--- src/rtl/fetch_unit.sv ---
// Instruction fetch unit: a fetch PC feeding a 2-entry {pc, instr} queue
// toward decode, with redirect handling, EBREAK halt and sticky fault
// reporting for misaligned redirects and out-of-range fetches.
module fetch_unit #(
    parameter logic [63:0] RESET_PC   = 64'h0,
    parameter int          IMEM_BYTES = 4096
) (
    input  logic        clk,
    input  logic        rst_n,
    output logic [63:0] imem_pc,
    input  logic [31:0] imem_instr,
    input  logic        redirect_valid,
    input  logic [63:0] redirect_pc,
    output logic        out_valid,
    input  logic        out_ready,
    output logic [31:0] out_instr,
    output logic [63:0] out_pc,
    output logic        halted,
    output logic [1:0]  err_code
);

    localparam logic [63:0] IMEM_LIMIT = 64'(IMEM_BYTES);
    localparam logic [31:0] EBREAK     = 32'h0010_0073;
    localparam int          DEPTH      = 2;

    typedef enum logic [1:0] {
        ST_RUN   = 2'd0,
        ST_HALT  = 2'd1,
        ST_ERROR = 2'd2
    } state_t;

    state_t      state_reg, state_next;
    logic [63:0] fetch_pc_reg;
    logic [1:0]  count_reg;
    logic        rd_ptr_reg;
    logic        wr_ptr_reg;
    logic [1:0]  err_reg;
    logic [63:0] q_pc_reg    [DEPTH];
    logic [31:0] q_instr_reg [DEPTH];

    logic redir;
    logic redir_ok;
    logic redir_bad;
    logic in_range;
    logic pop;
    logic push;
    logic fetch_fault;

    // Redirects are dead once faulted; everything else derives from them.
    always_comb begin
        redir       = redirect_valid && (state_reg != ST_ERROR);
        redir_ok    = redir && (redirect_pc[1:0] == 2'b00);
        redir_bad   = redir && (redirect_pc[1:0] != 2'b00);
        in_range    = fetch_pc_reg < IMEM_LIMIT;
        pop         = (count_reg != 2'd0) && out_ready && !redir;
        push        = (state_reg == ST_RUN) && !redir && in_range &&
                      ((count_reg != 2'd2) || pop);
        fetch_fault = (state_reg == ST_RUN) && !redir && !in_range;
    end

    // State register.
    always_ff @(posedge clk or negedge rst_n) begin
        if (!rst_n) begin
            state_reg <= ST_RUN;
        end else begin
            state_reg <= state_next;
        end
    end

    // Next state: redirect outranks fetch faults and the EBREAK halt.
    always_comb begin
        state_next = state_reg;
        if (redir_bad) begin
            state_next = ST_ERROR;
        end else if (redir_ok) begin
            state_next = ST_RUN;
        end else if (fetch_fault) begin
            state_next = ST_ERROR;
        end else if (push && (imem_instr == EBREAK)) begin
            state_next = ST_HALT;
        end
    end

    // Fetch PC: loaded by an aligned redirect, otherwise advances per push.
    always_ff @(posedge clk or negedge rst_n) begin
        if (!rst_n) begin
            fetch_pc_reg <= RESET_PC;
        end else if (redir_ok) begin
            fetch_pc_reg <= redirect_pc;
        end else if (push) begin
            fetch_pc_reg <= fetch_pc_reg + 64'd4;
        end
    end

    // Queue pointers and occupancy; any accepted redirect empties the queue.
    always_ff @(posedge clk or negedge rst_n) begin
        if (!rst_n) begin
            count_reg  <= 2'd0;
            rd_ptr_reg <= 1'b0;
            wr_ptr_reg <= 1'b0;
        end else if (redir) begin
            count_reg  <= 2'd0;
            rd_ptr_reg <= 1'b0;
            wr_ptr_reg <= 1'b0;
        end else begin
            if (push) begin
                wr_ptr_reg <= ~wr_ptr_reg;
            end
            if (pop) begin
                rd_ptr_reg <= ~rd_ptr_reg;
            end
            if (push && !pop) begin
                count_reg <= count_reg + 2'd1;
            end else if (pop && !push) begin
                count_reg <= count_reg - 2'd1;
            end
        end
    end

    // Queue storage, one slot per entry; cleared so outputs read 0 in reset.
    genvar gi;
    generate
        for (gi = 0; gi < DEPTH; gi++) begin : g_entry
            // Capture the fetched word when this slot is the tail.
            always_ff @(posedge clk or negedge rst_n) begin
                if (!rst_n) begin
                    q_pc_reg[gi]    <= 64'd0;
                    q_instr_reg[gi] <= 32'd0;
                end else if (push && (wr_ptr_reg == 1'(gi))) begin
                    q_pc_reg[gi]    <= fetch_pc_reg;
                    q_instr_reg[gi] <= imem_instr;
                end
            end
        end
    endgenerate

    // Sticky fault code: only the first fault is recorded.
    always_ff @(posedge clk or negedge rst_n) begin
        if (!rst_n) begin
            err_reg <= 2'b00;
        end else if (err_reg == 2'b00) begin
            if (redir_bad) begin
                err_reg <= 2'b01;
            end else if (fetch_fault) begin
                err_reg <= 2'b10;
            end
        end
    end

    assign imem_pc   = fetch_pc_reg;
    assign out_valid = (count_reg != 2'd0);
    assign out_pc    = q_pc_reg[rd_ptr_reg];
    assign out_instr = q_instr_reg[rd_ptr_reg];
    assign halted    = (state_reg == ST_HALT) && (count_reg == 2'd0);
    assign err_code  = err_reg;

endmodule

--- config.mk ---
export PLATFORM = sky130hd
export DESIGN_NAME = fetch_unit
export DESIGN_NICKNAME = d
export VERILOG_FILES = /design/src/rtl/fetch_unit.sv
export SDC_FILE = /design/constraint.sdc
export NUM_CORES = 1
export LEC_CHECK = 0
export ABC_AREA = 1
export CAP_MARGIN = 40
export CORE_MARGIN = 10
export CORE_UTILIZATION = 50
export CTS_BUF_LIST = sky130_fd_sc_hd__clkbuf_4 sky130_fd_sc_hd__clkbuf_8 sky130_fd_sc_hd__clkbuf_16
export CTS_CLUSTER_SIZE = 10
export DETAILED_ROUTE_END_ITERATION = 7
export GPL_TIMING_DRIVEN = 1
export PLACE_DENSITY = 0.82
export SYNTH_ARGS = -nofsm -noshare
export SYNTH_HDL_FRONTEND = slang
export SYNTH_SLANG_ARGS = --single-unit
--- constraint.sdc ---
create_clock -name clk -period 2.05 [get_ports clk]
set_input_delay 0.41 -clock clk [delete_from_list [all_inputs] [get_ports clk]]
set_output_delay 0.41 -clock clk [all_outputs]
set_load 0.005 [all_outputs]
==> results_dict.tcl <==
set metrics [dict create \
    synth_edf_count 0 \
    pin_count 264 \
    syn2layout_area_growth_pct 47.9 \
    synth_seq_area_share_pct 58.2 \
    clock.fmax_ghz 0.440 \
    setup_viol 101 \
    finalHoldViolCount 0 \
    synth_top_area_cell "dfrtp_1" \
    p_leak_nw 9.15 \
    cts_tree "yes" \
    worst_path_max_delay_cell "dfrtp_4" \
    drive_gt1_share_pct 24.1 \
    status "finished, violations left" \
    worst_slack_ps -223 \
    avgSynthCellArea_sq_um 8.09 \
    power_mw 18.7 \
    hp-class "in2reg" \
    slew_headroom_pct 64.4 \
    crit_type "reg2out" \
    chipHeight_um 171 \
    ff_latch_area_sq_um 6620 \
    antenna_found_initial 0 \
    clkLatencyLatePin_ps 570 \
    synth_compound_area_share_pct 3.60 \
    max_slew.worst_pin.slew_ps 534 \
    path_cells "buf_12 -> clkinv_8 -> buf_8 -> clkbuf_16 -> buf_12 -> nand2_2 -> nand2_1 -> buf_2" \
    routed_wl_um 39600 \
    largest_reg_flops 128 \
    drcViolationCount 0 \
    grt_max_degree 63 \
    ys.flop_type "dfrtp_1" \
    grt_pass1_wl_um 53400 \
    synth_top_area_share_pct 58.2 \
    synthXorXnorAreaFrac_pct 0.154 \
    final.period_utilization_pct 111 \
    synth_simple_gate_area_share_pct 28.7 \
    final_cells 2041 \
    synth_cells 1404 \
    numCtsBuffers 30 \
    filler_cell_count 1465 \
    cts_root_buf "clkbuf_16" \
    clock_path_buffers 3 \
    grt_util_all_layers_pct 22.7 \
    ys_seq_elements 264 \
    synth_mux_area_share_pct 0.969 \
    required_ps 1640 \
    grt-ovfl-total 0 \
    synthAdderAreaFrac_pct 0.110 \
    period_minus_slack_ps 2270 \
    synth_top_family_by_area "simple AND/OR/NAND/NOR gates" \
    htreeDepth 1 \
    vias 10800 \
    yosys_warnings 0 \
    syn-num-nets 1505 \
    clk_pin_slew_worst_paths_ps 60 \
    async_flop_share_pct 100 \
    cts_sinks 264 \
    wire_per_inst_um 19.4 \
    via_per_inst 5.30 \
    crit_top_cell "buf_12" \
    finalClockSkew_ps 20.2 \
    core_sq_um 22500 \
    path_max_fanout 6 \
    place_inst 1948 \
    powerDensity_nw_per_um2 1110 \
    dr.pass1.iters 7 \
    place_congestion 0.914 \
    ant_nets 0 \
    grt_pass1_vias 10400 \
    synth_cell_type_count 30 \
    final_max_slew_viol_count 0 \
    endpoint_kind "output port" \
    die-area_sq_um 29100 \
    multi_input_area_sq_um 4440 \
    cp_data_arrival_time_ps 1860 \
    final_net_count 1853 \
    netlist_area_sq_um 11400 \
    rows 55 \
    dpl_worst_slack_ps -26.6 \
    violations "negative setup slack" \
    maxCapViolCount 0 \
    rsz0062_at_grt "yes" \
    num_antenna_cells 0 \
    critical_path.startpoint_type "flip-flop" \
    drt_iter0_markers 968 \
    initial_core_util_pct 50.5 \
    vdd_drop_max_uv 888 \
    hpwl_um 23300 \
    ys_top_cells_by_area "dfrtp_1, nand2_1, nor2_1" \
    port_buffers 263 \
    worst_hold_slack_ps 385 \
    die_w_um 171 \
    critical-path-max-stage-delay_ps 500 \
]
-- critical path: cells and delay by family (launching register included) --
family        cells  cell delay (ps)
buf+inv           6              670
simple gates      2              100
flops             1              500
-- logic make-up (layout without fill, tap and decap cells) --
family                     Yosys count  count (layout)
DFF                                264             264
buffers and inverters              217             569
and+or+nand+nor                    829             829
adders and majority gates            1               1
muxes                               11              11
xor gates and xnor gates             2               2
AOI/OAI and AO/OA                   80              80
-- report_power, final --
| part | internal [mW] | leakage, nW | switching [mW] |
|---|---|---|---|
| combinational | 3.95 | 5.72 | 3.62 |
| clock | 2.71 | 0.409 | 2.04 |
| sequential | 5.80 | 3.02 | 0.572 |
| total | 12.5 | 9.15 | 6.23 |
-- layout make-up --
| class | instances | area share (%) |
|---|---|---|
| clock buffer | 35 | 4.77 |
| clock inverter | 1 | 0.179 |
| multi-input combinational | 923 | 26.4 |
| inverter | 150 | 3.44 |
| tap | 285 | 2.12 |
| timing repair buffer | 383 | 23.6 |
| sequential | 264 | 39.4 |
-- final timing paths --
path | from | slack (ps) | end | cells past startpoint
hold reg to reg | q_pc_reg[2]$_DFFE_PN0P_ | 470 | q_pc_reg[2]$_DFFE_PN0P_ | 2
min in group asynchronous | rst_n | 390 | q_pc_reg[24]$_DFFE_PN0P_ | 2
max in group asynchronous | rst_n | 970 | count_reg[1]$_DFFE_PN0P_ | 3
hold / removal | redirect_pc[56] | 380 | imem_pc[56]$_DFFE_PN0P_ | 3
setup / recovery | rd_ptr_reg$_DFFE_PN0P_ | -220 | out_pc[4] | 8
setup reg to reg | imem_pc[57]$_DFFE_PN0P_ | -40 | q_pc_reg[118]$_DFFE_PN0P_ | 13
-- per-layer routing --
layer | wire (um) | GRT usage (%) | up-vias | part of all wire, %
li1 | - | - | 4936 | -
met1 | 14100 | 26.5 | 5196 | 36
met2 | 19900 | 37.8 | 558 | 50
met3 | 4040 | 8.57 | 124 | 10
met4 | 1580 | 7.70 | 0 | 4.0
met5 | 0 | 0 | - | 0
-- layout by cell type, fill, tap and decap left out, types with 21 or more instances in the layout --
master	count
nor2_2	21
buf_4	54
nor2_1	122
inv_1	143
o21ai_2	32
clkdlybuf4s50_1	162
buf_12	25
buf_2	61
buf_6	27
nand2_2	69
o21ai_0	23
nand2_1	519
clkbuf_16	47
dfrtp_1	255
nand3_1	59
-- Yosys cell counts, types with 4 or more instances --
cell        n
nand2_1   598
dfrtp_1   264
nor2_1    148
inv_1     143
o21ai_0    74
nand3_1    60
clkbuf_1   25
buf_2      20
mux2i_1    11
buf_6      10
buf_4       7
nand4_1     7
inv_2       6
buf_1       5
nor4_1      4
-- what timing repair did --
item,CTS,global route
gates cloned,1,26
resized for setup,191,440
pin swaps,0,56
setup buffers,2,27
hold endpoints to repair,53,0
hold buffers,1,0
setup endpoints to repair,104,312
-- through the flow --
stage | util [%] | instance area, sq um | setup TNS, ps
floorplan | - | 11400 | 0
finish | 74.7 | 16800 | -11030
global placement | 65.0 | 14600 | 0
detailed placement | 65.0 | 14600 | -401
CTS | 69.0 | 15500 | -28630
global route | 74.7 | 16800 | -21040
No activity file was read; power rests on OpenSTA's default activity.
